===== src/rtl/muldiv_pkg.sv =====
// Shared encodings for the multiply/divide sequencer and the SrcOut writeback mux decoder.
package muldiv_pkg;
   localparam logic       OP_MULT   = 1'b0;
   localparam logic       OP_DIV    = 1'b1;
   localparam logic [1:0] MF_NONE   = 2'b00;
   localparam logic [1:0] MF_LO     = 2'b01;
   localparam logic [1:0] MF_HI     = 2'b10;
   localparam logic [2:0] SRCOUT_LO = 3'b000;
   localparam logic [2:0] SRCOUT_HI = 3'b001;

   typedef enum logic [1:0] {IDLE, MULT, DIV, DONE} state_e;
endpackage


===== src/rtl/muldiv_seq_if.sv =====
// Control-side bundle of the multiply/divide sequencer: request, Hi/Lo results and SrcOut select.
interface muldiv_seq_if #(parameter int WIDTH = 32);
   logic             start;
   logic             op;
   logic [WIDTH-1:0] a;
   logic [WIDTH-1:0] b;
   logic [1:0]       mf_sel;
   logic [WIDTH-1:0] hi;
   logic [WIDTH-1:0] lo;
   logic             busy;
   logic             done;
   logic             div_zero;
   logic [2:0]       src_out;
   logic             src_valid;
   logic             stall;

   modport master (output start, op, a, b, mf_sel,
                   input  hi, lo, busy, done, div_zero, src_out, src_valid, stall);
   modport slave  (input  start, op, a, b, mf_sel,
                   output hi, lo, busy, done, div_zero, src_out, src_valid, stall);
endinterface


===== src/rtl/muldiv_iter.sv =====
// Unsigned datapath: one shift-add multiply step or one restoring-divide step per i_step.
// Accumulator upper half ends as product-high / remainder, lower half as product-low / quotient.
module muldiv_iter
   import muldiv_pkg::*;
#(
   parameter int WIDTH = 32
) (
   input  logic               clk,
   input  logic               reset_n,
   input  logic               i_load,
   input  logic               i_step,
   input  logic               i_op,
   input  logic [WIDTH-1:0]   i_opa,
   input  logic [WIDTH-1:0]   i_opb,
   output logic [2*WIDTH-1:0] o_acc_nxt
);
   logic [2*WIDTH-1:0] r_acc;
   logic [WIDTH-1:0]   r_opb;
   logic               r_op;
   logic [WIDTH:0]     w_sum;
   logic [WIDTH:0]     w_trial;
   logic [2*WIDTH-1:0] w_acc_nxt;

   always_comb begin
      w_sum     = {1'b0, r_acc[2*WIDTH-1:WIDTH]} + {1'b0, r_opb};
      w_trial   = r_acc[2*WIDTH-1:WIDTH-1] - {1'b0, r_opb};
      w_acc_nxt = r_acc;
      if (r_op == OP_MULT) begin
         // carry out of the add is shifted into the top bit
         if (r_acc[0]) w_acc_nxt = {w_sum, r_acc[WIDTH-1:1]};
         else          w_acc_nxt = {1'b0, r_acc[2*WIDTH-1:1]};
      end else begin
         if (!w_trial[WIDTH]) w_acc_nxt = {w_trial[WIDTH-1:0], r_acc[WIDTH-2:0], 1'b1};
         else                 w_acc_nxt = {r_acc[2*WIDTH-2:0], 1'b0};
      end
   end

   always_ff @(posedge clk or negedge reset_n) begin
      if (!reset_n) begin
         r_acc <= '0;
         r_opb <= '0;
         r_op  <= OP_MULT;
      end else if (i_load) begin
         r_acc <= {{WIDTH{1'b0}}, i_opa};
         r_opb <= i_opb;
         r_op  <= i_op;
      end else if (i_step) begin
         r_acc <= w_acc_nxt;
      end
   end

   assign o_acc_nxt = w_acc_nxt;
endmodule


===== src/rtl/muldiv_seq.sv =====
// Iterative signed mult/div sequencer owning Hi/Lo; sign fix-up and atomic commit live here,
// the unsigned iteration lives in muldiv_iter.
module muldiv_seq
   import muldiv_pkg::*;
#(
   parameter int WIDTH = 32
) (
   input  logic         clk,
   input  logic         reset_n,
   muldiv_seq_if.slave  bus
);
   localparam int CW = $clog2(WIDTH);

   state_e             r_state;
   logic [CW-1:0]      r_cnt;
   logic               r_op, r_neg_q, r_neg_r, r_dz;
   logic [WIDTH-1:0]   r_hi, r_lo;
   logic               r_busy, r_done, r_div_zero;
   logic               w_load, w_step, w_last, w_mf;
   logic [WIDTH-1:0]   w_abs_a, w_abs_b, w_q, w_r;
   logic [2*WIDTH-1:0] w_acc_nxt, w_res;

   assign w_load  = (r_state == IDLE) && bus.start;
   assign w_step  = (r_state == MULT) || ((r_state == DIV) && !r_dz);
   assign w_last  = (r_cnt == CW'(WIDTH-1));
   assign w_abs_a = bus.a[WIDTH-1] ? -bus.a : bus.a;
   assign w_abs_b = bus.b[WIDTH-1] ? -bus.b : bus.b;

   muldiv_iter #(.WIDTH(WIDTH)) u_iter (
      .clk       (clk),
      .reset_n   (reset_n),
      .i_load    (w_load),
      .i_step    (w_step),
      .i_op      (bus.op),
      .i_opa     (w_abs_a),
      .i_opb     (w_abs_b),
      .o_acc_nxt (w_acc_nxt)
   );

   assign w_q = w_acc_nxt[WIDTH-1:0];
   assign w_r = w_acc_nxt[2*WIDTH-1:WIDTH];

   always_comb begin
      if (r_op == OP_MULT) w_res = r_neg_q ? -w_acc_nxt : w_acc_nxt;
      else                 w_res = {r_neg_r ? -w_r : w_r, r_neg_q ? -w_q : w_q};
   end

   // Divide-by-zero passes through DIV for one cycle so done lands two cycles after start.
   always_ff @(posedge clk or negedge reset_n) begin
      if (!reset_n) begin
         r_state    <= IDLE;
         r_cnt      <= '0;
         r_op       <= OP_MULT;
         r_neg_q    <= 1'b0;
         r_neg_r    <= 1'b0;
         r_dz       <= 1'b0;
         r_hi       <= '0;
         r_lo       <= '0;
         r_busy     <= 1'b0;
         r_done     <= 1'b0;
         r_div_zero <= 1'b0;
      end else begin
         r_done     <= 1'b0;
         r_div_zero <= 1'b0;
         case (r_state)
            IDLE: if (bus.start) begin
               r_op    <= bus.op;
               r_neg_q <= bus.a[WIDTH-1] ^ bus.b[WIDTH-1];
               r_neg_r <= bus.a[WIDTH-1];
               r_dz    <= (bus.op == OP_DIV) && (bus.b == '0);
               r_cnt   <= '0;
               r_busy  <= 1'b1;
               r_state <= (bus.op == OP_DIV) ? DIV : MULT;
            end
            MULT, DIV: begin
               if (r_dz) begin
                  r_state    <= DONE;
                  r_done     <= 1'b1;
                  r_div_zero <= 1'b1;
               end else begin
                  r_cnt <= r_cnt + 1'b1;
                  if (w_last) begin
                     r_hi    <= w_res[2*WIDTH-1:WIDTH];
                     r_lo    <= w_res[WIDTH-1:0];
                     r_state <= DONE;
                     r_done  <= 1'b1;
                  end
               end
            end
            DONE: begin
               r_state <= IDLE;
               r_busy  <= 1'b0;
            end
            default: r_state <= IDLE;
         endcase
      end
   end

   assign w_mf          = (bus.mf_sel == MF_LO) || (bus.mf_sel == MF_HI);
   assign bus.hi        = r_hi;
   assign bus.lo        = r_lo;
   assign bus.busy      = r_busy;
   assign bus.done      = r_done;
   assign bus.div_zero  = r_div_zero;
   assign bus.src_out   = (bus.mf_sel == MF_HI) ? SRCOUT_HI : SRCOUT_LO;
   assign bus.src_valid = w_mf && !r_busy;
   assign bus.stall     = w_mf && r_busy;
endmodule


===== src/flat_wrapper.sv =====
// flat-port wrapper written by rule: the top's interface ports become plain ports
module muldiv_seq_flat import muldiv_pkg::*;
#(
   parameter int WIDTH = 32
)
  (clk, reset_n, bus_start, bus_op, bus_a, bus_b, bus_mf_sel, bus_hi, bus_lo, bus_busy, bus_done, bus_div_zero, bus_src_out, bus_src_valid, bus_stall);
  muldiv_seq_if #(.WIDTH(WIDTH)) bus_i ();
  input  logic clk;
  input  logic reset_n;
  input wire logic [$bits(bus_i.start)-1:0] bus_start;
  input wire logic [$bits(bus_i.op)-1:0] bus_op;
  input wire logic [$bits(bus_i.a)-1:0] bus_a;
  input wire logic [$bits(bus_i.b)-1:0] bus_b;
  input wire logic [$bits(bus_i.mf_sel)-1:0] bus_mf_sel;
  output wire logic [$bits(bus_i.hi)-1:0] bus_hi;
  output wire logic [$bits(bus_i.lo)-1:0] bus_lo;
  output wire logic [$bits(bus_i.busy)-1:0] bus_busy;
  output wire logic [$bits(bus_i.done)-1:0] bus_done;
  output wire logic [$bits(bus_i.div_zero)-1:0] bus_div_zero;
  output wire logic [$bits(bus_i.src_out)-1:0] bus_src_out;
  output wire logic [$bits(bus_i.src_valid)-1:0] bus_src_valid;
  output wire logic [$bits(bus_i.stall)-1:0] bus_stall;
  assign bus_i.start = bus_start;
  assign bus_i.op = bus_op;
  assign bus_i.a = bus_a;
  assign bus_i.b = bus_b;
  assign bus_i.mf_sel = bus_mf_sel;
  assign bus_hi = bus_i.hi;
  assign bus_lo = bus_i.lo;
  assign bus_busy = bus_i.busy;
  assign bus_done = bus_i.done;
  assign bus_div_zero = bus_i.div_zero;
  assign bus_src_out = bus_i.src_out;
  assign bus_src_valid = bus_i.src_valid;
  assign bus_stall = bus_i.stall;
  muldiv_seq #(.WIDTH(WIDTH)) u_core (.clk(clk), .reset_n(reset_n), .bus(bus_i));
endmodule

===== config.mk =====
export PLATFORM = sky130hd
export DESIGN_NAME = muldiv_seq_flat
export DESIGN_NICKNAME = d
export VERILOG_FILES = /design/src/rtl/muldiv_pkg.sv /design/src/rtl/muldiv_seq_if.sv /design/src/rtl/muldiv_iter.sv /design/src/rtl/muldiv_seq.sv /design/src/flat_wrapper.sv
export SDC_FILE = /design/constraint.sdc
export NUM_CORES = 1
export LEC_CHECK = 0
export BUFFER_PORTS_ARGS = -buffer_cell sky130_fd_sc_hd__buf_2
export CAP_MARGIN = 10
export CORE_MARGIN = 3
export CORE_UTILIZATION = 40
export DETAILED_ROUTE_END_ITERATION = 12
export SKIP_CTS_REPAIR_TIMING = 1
export SLEW_MARGIN = 20
export SYNTH_ARGS = -nofsm -noshare
export SYNTH_HDL_FRONTEND = slang
export SYNTH_SLANG_ARGS = --single-unit

===== constraint.sdc =====
create_clock -name clk -period 11.4 [get_ports clk]
set_input_delay 0.57 -clock clk [delete_from_list [all_inputs] [get_ports clk]]
set_output_delay 0.57 -clock clk [all_outputs]
set_load 0.1 [all_outputs]

==> results.cfg, run 1 <==
[clocking]
cts_tree = built
cts-buffers-inserted = 17
root_buffer = sky130_fd_sc_hd__clkbuf_16
clock_tree.htree_level_count = 4
clk_latency_ps = 460
clock_buffer_depth = 2
worst_path_clk_slew_ps = 70
cts.sinks = 174

[finish]
n_antenna_cell = 0
fillCellCount = 3969
final-instance-count-excl-fill = 2644
area.growth.synth_to_final_pct = 10.4
finish.net_count = 2260
final_layout_size_suffix_gt1_share_pct = 13.2

[grt]
overall_track_demand_over_capacity_in_global_routing_pct = 27.6
number_of_global_route_vias_before_repair = 14863
grt_start_max_net_pins = 126
grt_antenna_before_repair = 1
globalRouteOverflowTotal = 0
first_pass_grt_wire_length_mm = 90.0

[yosys]
edff_count_synth = 0
ys.flop_type = sky130_fd_sc_hd__dfrtp_1
yosysMostFrequentCell = sky130_fd_sc_hd__nand2_1
synth_sequential_area_ratio_pct = 27.4
netlist.top_cell.by_area = sky130_fd_sc_hd__dfrtp_1
synth_top_cell_area_share_pct = 27.4
per_instance_average_area_after_synthesis_um2 = 7.81
asyncSetResetFlopFracSynth_pct = 100
synth.yosys.warnings = 0
yosys-top-cells-area = sky130_fd_sc_hd__dfrtp_1 27%, sky130_fd_sc_hd__nand2_1 7.5%, sky130_fd_sc_hd__o21ai_0 7.3%
synth_seq_cells = 174
synth.cells.most_frequent = 316 x sky130_fd_sc_hd__nand2_1, 231 x sky130_fd_sc_hd__o21ai_0, 174 x sky130_fd_sc_hd__dfrtp_1
netlist_instances = 2037
synth.lib_cells_used.distinct = 106
synth_area_um2 = 15900

[sta]
clock-skew-final_ps = 13.3
final.period_utilization_pct = 52.2
final_critical_path_setup_slack_ps = 5450
maxSlewHeadroom_pct = 28.8
fin_crit_ps = 5950
rsz0062_at_grt = false
slew_limit_fails = 0
fin_tns_setup_ps = 0
hold_violations = 0
finalSetupViolCount = 0
fmaxAchievable_ghz = 0.168
tightest_slew_ps = 1060

[place]
placement.io_buffers = 139
detailedPlacementHpwl_mm = 44.8
dp.cells = 2612
globalplace.congestion = 0.981
placement_setup_slack_ps = 5610

[worst_setup_path]
arrival_ps = 6250
worstSetupPathType = register to register
startpoint_type_of_the_worst_setup_path = register
endpoint_kind = register
crit_path_max_fanout = 17
worstPathRequired_ps = 11690

[route]
drc = 0
postRouteWirelength_mm = 58.5
route.vias.total = 15788
route.detailed.vias_per_inst = 5.97
antenna_violating_nets_post_route = 0
wl_per_cell_um = 22.1
met1Wirelength_mm = 28.2
dr.max_layer_used = met4
met2_length_mm = 25.1
first_iter_violations = 1477
wl_met3_mm = 3.87
drt_pass1_iterations = 5

[status]
run_status = complete, no violations

[die]
chipHeight_um = 205
floorplan.io_pins = 142
floorplan.die.width_um = 205
start_util_pct = 40.9
core_area_um2 = 38900
floorplan.die_area_um2 = 42200
placement_rows = 72

[job]
timing.max_cap.violations = 0

[worst_hold_path]
worst_hold_check_path_type = input pin to asynchronous set/reset pin
final cells by class:
cell class | count | area [um2] | area share [%]
well taps | 518 | 648 | 3.69
clock buffers | 20 | 457 | 2.60
clock inverters | 12 | 124 | 0.706
multi-input cells | 1683 | 10800 | 61.4
inverters | 68 | 255 | 1.45
flip-flops and latches | 174 | 4360 | 24.8
repair buffers | 169 | 931 | 5.30
state kept, by name, summed over array words and instances (netlist names), 2 cells and up:
signal	flops
u_core.bus.lo	32
u_core.r_cnt	5
u_core.u_iter.r_opb	32
u_core.u_iter.r_acc	64
u_core.r_state	2
u_core.bus.hi	32
critical path: stages (launching register included):
cell                        delay [ps]
sky130_fd_sc_hd__dfrtp_1           520
sky130_fd_sc_hd__inv_1              80
sky130_fd_sc_hd__ha_1              240
sky130_fd_sc_hd__fa_1              390
sky130_fd_sc_hd__nand2b_1          220
sky130_fd_sc_hd__a21oi_4           270
sky130_fd_sc_hd__o211ai_2          160
sky130_fd_sc_hd__a21boi_2          320
sky130_fd_sc_hd__o21ai_2           310
sky130_fd_sc_hd__nand3_2           280
sky130_fd_sc_hd__nand2_1           110
sky130_fd_sc_hd__inv_1             130
sky130_fd_sc_hd__ha_1              220
sky130_fd_sc_hd__o2111ai_1         160
sky130_fd_sc_hd__nor3_1            380
sky130_fd_sc_hd__o211ai_1          240
sky130_fd_sc_hd__nand4b_1          330
sky130_fd_sc_hd__o31a_1            400
sky130_fd_sc_hd__nor3_1            170
sky130_fd_sc_hd__o21ai_0           220
sky130_fd_sc_hd__nor3_1            250
sky130_fd_sc_hd__a31oi_1           120
sky130_fd_sc_hd__xor2_1            180
sky130_fd_sc_hd__o21ai_0            90
per-stage QoR:
step / hold WS (ps) / cell area [um2] / utilization, %
finish: 63.6 / 17600 / 45.1
global route: 83.7 / 17600 / 45.1
CTS: 60.3 / 17600 / 45.1
detailed placement: 465 / 17000 / 43.6
global placement: 457 / 17000 / 43.6
floorplan: 274 / 15900 / -
routing by layer:
layer,vias to the layer above,track usage (%)
li1,7549,-
met1,7573,41.4
met2,598,40.6
met3,68,4.52
met4,0,7.79
met5,-,0
path summary, 6_finish.rpt:
kind,startpoint,endpoint,slack [ps],cells after the start
setup reg to reg,u_core.u_iter.r_acc[31]$_DFFE_PN0P_,u_core.bus.hi[10]$_DFFE_PN0P_,5450,23
min in group clk,bus_op,u_core.u_iter.r_op$_DFFE_PN0P_,420,3
hold / removal,reset_n,u_core.u_iter.r_opb[2]$_DFFE_PN0P_,60,1
hold reg to reg,u_core.bus.hi[17]$_DFFE_PN0P_,u_core.bus.hi[17]$_DFFE_PN0P_,480,2
max in group asynchronous,reset_n,u_core.u_iter.r_op$_DFFE_PN0P_,9950,2
setup / recovery,u_core.u_iter.r_acc[31]$_DFFE_PN0P_,u_core.bus.hi[10]$_DFFE_PN0P_,5450,23
logic make-up (layout without fill, tap and decap cells):
kind of cell / Yosys count / after routing / share of synthesized area [%]
AND/OR/NAND/NOR: 694 / 694 / 20.5
AO/OA/AOI/OAI: 674 / 674 / 27.3
buffers and inverters: 181 / 269 / 4.98
flip-flops: 174 / 174 / 27.4
XOR/XNOR: 164 / 164 / 9.03
adder cells (fa/ha/maj): 77 / 77 / 6.15
multiplexers: 72 / 72 / 4.64
other: 1 / 2 / 0.0236
placed cells by master (no fill, tap or decap), types with 10 or more instances in the layout:
cell,n
sky130_fd_sc_hd__o21ai_0,231
sky130_fd_sc_hd__and3_1,13
sky130_fd_sc_hd__dfrtp_1,173
sky130_fd_sc_hd__nor4_1,22
sky130_fd_sc_hd__mux2i_1,58
sky130_fd_sc_hd__buf_2,138
sky130_fd_sc_hd__nor3_1,48
sky130_fd_sc_hd__nand4_1,24
sky130_fd_sc_hd__nand2b_1,15
sky130_fd_sc_hd__xnor2_1,84
sky130_fd_sc_hd__ha_1,75
sky130_fd_sc_hd__a21o_1,36
sky130_fd_sc_hd__nor2b_1,12
sky130_fd_sc_hd__nand2_1,315
sky130_fd_sc_hd__or4_1,10
sky130_fd_sc_hd__buf_4,29
sky130_fd_sc_hd__or3_1,17
sky130_fd_sc_hd__or2_2,10
sky130_fd_sc_hd__xor2_1,80
sky130_fd_sc_hd__clkbuf_16,17
sky130_fd_sc_hd__inv_1,67
sky130_fd_sc_hd__a211oi_1,27
sky130_fd_sc_hd__o31ai_1,29
sky130_fd_sc_hd__a21oi_1,139
sky130_fd_sc_hd__a31oi_1,29
sky130_fd_sc_hd__nand3_1,33
sky130_fd_sc_hd__and2_1,14
sky130_fd_sc_hd__o21a_1,12
sky130_fd_sc_hd__nor2_1,121
sky130_fd_sc_hd__o211ai_1,43
sky130_fd_sc_hd__mux2_2,14
Power of run 1 is left out: the tool's default activity adds up to more than one toggle a clock period on the data nets, which glitch-free logic cannot reach.
==> run 2: changes to the inputs <==
==> constraint.sdc (replaced) <==
create_clock -name clk -period 4.85 [get_ports clk]
set_input_delay 0.2425 -clock clk [delete_from_list [all_inputs] [get_ports clk]]
set_output_delay 0.2425 -clock clk [all_outputs]
set_load 0.1 [all_outputs]
==> run 2 against run 1 <==
- largest cell class unchanged
- via count is 4.4% higher
- critical endpoint is now u_core.bus.hi[31]$_DFFE_PN0P_
- first-iteration DRC count is 8.7% higher
- global-route usage is 1.1 points higher
- setup slack worse by 5300 ps
- clock skew is 1.1 ps higher
- register-to-register slack worse by 5300 ps
- non-clock buffer count is 122 higher
- critical path depth is 9 lower
==> results.cfg, run 2 (synthesis gave the netlist of run 1 again) <==
[status]
run_status = complete, no violations

[worst_setup_path]
arrival_ps = 5030
timing.reg2reg.setup_slack_ps = 200
critical-path-top-delay-family = compound AO/OA/AOI/OAI gates
critical_path.n_buffers_inverters = 1
timing.critical_path.slowest_cell_delay_ps = 570
worstSetupStartpoint = u_core.u_iter.r_acc[40]$_DFFE_PN0P_
timing.reg2reg.worst_path_depth = 14
critical_path.cell_chain = buf_4 -> ha_1 -> a21oi_1 -> o21ai_0 -> a22oi_1 -> nand3_1 -> xor2_1 -> mux2_2 -> a2111oi_4 -> or4b_4 -> nor3_2 -> o2111ai_1 -> and3_1 -> o31ai_1
critical-path-slowest-cell = sky130_fd_sc_hd__or4b_4
worstSetupPathType = register to register
worstPathRequired_ps = 5220
endpoint = u_core.bus.hi[31]$_DFFE_PN0P_
startpoint_type_of_the_worst_setup_path = register
endpoint_kind = register
reg2reg_from = u_core.u_iter.r_acc[40]$_DFFE_PN0P_
regToRegEndpoint = u_core.bus.hi[31]$_DFFE_PN0P_
crit_cells = 14
crit_path_max_fanout = 7

[sta]
tightest_slew_ps = 953
clock-skew-final_ps = 14.4
hold_violations = 0
fin_tns_setup_ps = 0
fin_crit_ps = 4650
worst_hold_slack_ps = 74.9
finalSetupViolCount = 0
slew_limit_fails = 0
maxSlewHeadroom_pct = 36.5
final.period_utilization_pct = 96.0
rsz0062_at_grt = true
fmaxAchievable_ghz = 0.215

[route]
route.vias.total = 16482
wl_per_cell_um = 22.1
antenna_violating_nets_post_route = 0
postRouteWirelength_mm = 61.1
drt_pass1_iterations = 6
first_iter_violations = 1605
route.detailed.vias_per_inst = 5.96
drc = 0

[place]
placement.io_buffers = 139
detailedPlacementHpwl_mm = 48.2
globalplace.congestion = 0.970

[grt]
first_pass_grt_wire_length_mm = 93.1
grt_antenna_before_repair = 1
overall_track_demand_over_capacity_in_global_routing_pct = 28.7
globalRouteOverflowTotal = 0
number_of_global_route_vias_before_repair = 15469
grt_start_max_net_pins = 100

[die]
core_area_um2 = 38900
floorplan.die_area_um2 = 42200
placement_rows = 72
start_util_pct = 40.9
chipHeight_um = 205
floorplan.io_pins = 142
floorplan.die.width_um = 205

[finish]
area.growth.synth_to_final_pct = 17.7
sequential_cell_area_um2 = 4360
largest-register = u_core.u_iter.r_acc
n_antenna_cell = 0
final_layout_size_suffix_gt1_share_pct = 18.8
fillCellCount = 3955
mostFrequentLayoutCell = sky130_fd_sc_hd__nand2_1
most-common-layout-cells = 313 x sky130_fd_sc_hd__nand2_1, 227 x sky130_fd_sc_hd__o21ai_0, 173 x sky130_fd_sc_hd__dfrtp_1
area_used_by_multi_input_combinational_logic_um2 = 10900
finish.net_count = 2382
largest_register_ffs = 64

[clocking]
cts-buffers-inserted = 17
cts.sinks = 174
clock_tree.htree_level_count = 4
root_buffer = sky130_fd_sc_hd__clkbuf_16
clock_buffer_depth = 2
cts_tree = built
clk_latency_ps = 480
worst_path_clk_slew_ps = 70

[worst_hold_path]
worst_hold_check_path_type = input pin to register

[job]
timing.max_cap.violations = 0
run 2: routing by layer:
metal	track usage, %	vias to the layer above	wire, um
li1	-	7786	-
met1	42.2	7925	28400
met2	42.0	654	26000
met3	5.82	117	4850
met4	9.10	0	1890
met5	0	-	0
run 2: per-stage QoR:
step | util (%) | cells | area (um2) | worst slack, ps
after floorplan | - | 2038 | 15900 | 45.8
final | 48.1 | 2766 | 18700 | 196
after global placement | 45.9 | 2728 | 17900 | 143
after detailed placement | 46.0 | 2728 | 17900 | 23.4
after global routing | 48.1 | 2766 | 18700 | -88.0
after CTS | 47.6 | 2760 | 18500 | 10.5
run 2: worst min-delay path by stage:
| stage | cells past startpoint | slack (ps) | from | to |
|---|---|---|---|---|
| floorplan | 0 | -50 | reset_n | u_core.bus.busy$_DFFE_PN0P_ |
| global placement | 1 | 330 | reset_n | u_core.u_iter.r_opb[2]$_DFFE_PN0P_ |
| detailed placement | 1 | 340 | reset_n | u_core.u_iter.r_opb[2]$_DFFE_PN0P_ |
| CTS | 1 | -180 | reset_n | u_core.u_iter.r_acc[37]$_DFFE_PN0P_ |
| global route | 3 | 90 | bus_b[29] | u_core.u_iter.r_opb[29]$_DFFE_PN0P_ |
| finish | 3 | 70 | bus_b[16] | u_core.u_iter.r_opb[16]$_DFFE_PN0P_ |
run 2: worst reg2reg max path, stage by stage (launching register included):
cell,delay [ps]
sky130_fd_sc_hd__dfrtp_1,390
sky130_fd_sc_hd__buf_4,170
sky130_fd_sc_hd__ha_1,400
sky130_fd_sc_hd__a21oi_1,440
sky130_fd_sc_hd__o21ai_0,240
sky130_fd_sc_hd__a22oi_1,460
sky130_fd_sc_hd__nand3_1,230
sky130_fd_sc_hd__xor2_1,230
sky130_fd_sc_hd__mux2_2,330
sky130_fd_sc_hd__a2111oi_4,370
sky130_fd_sc_hd__or4b_4,570
sky130_fd_sc_hd__nor3_2,150
sky130_fd_sc_hd__o2111ai_1,150
sky130_fd_sc_hd__and3_1,220
sky130_fd_sc_hd__o31ai_1,200
run 2: area by class of cell:
cell class                 instances  area share (%)
clock buffer                      18            2.29
clock inverter                    14            1.09
inverter                          68            1.36
multi-input combinational       1683            58.4
sequential                       174            23.3
tap                              518            3.46
timing repair buffer             291            10.1
Power of run 2 is left out for the same reason.
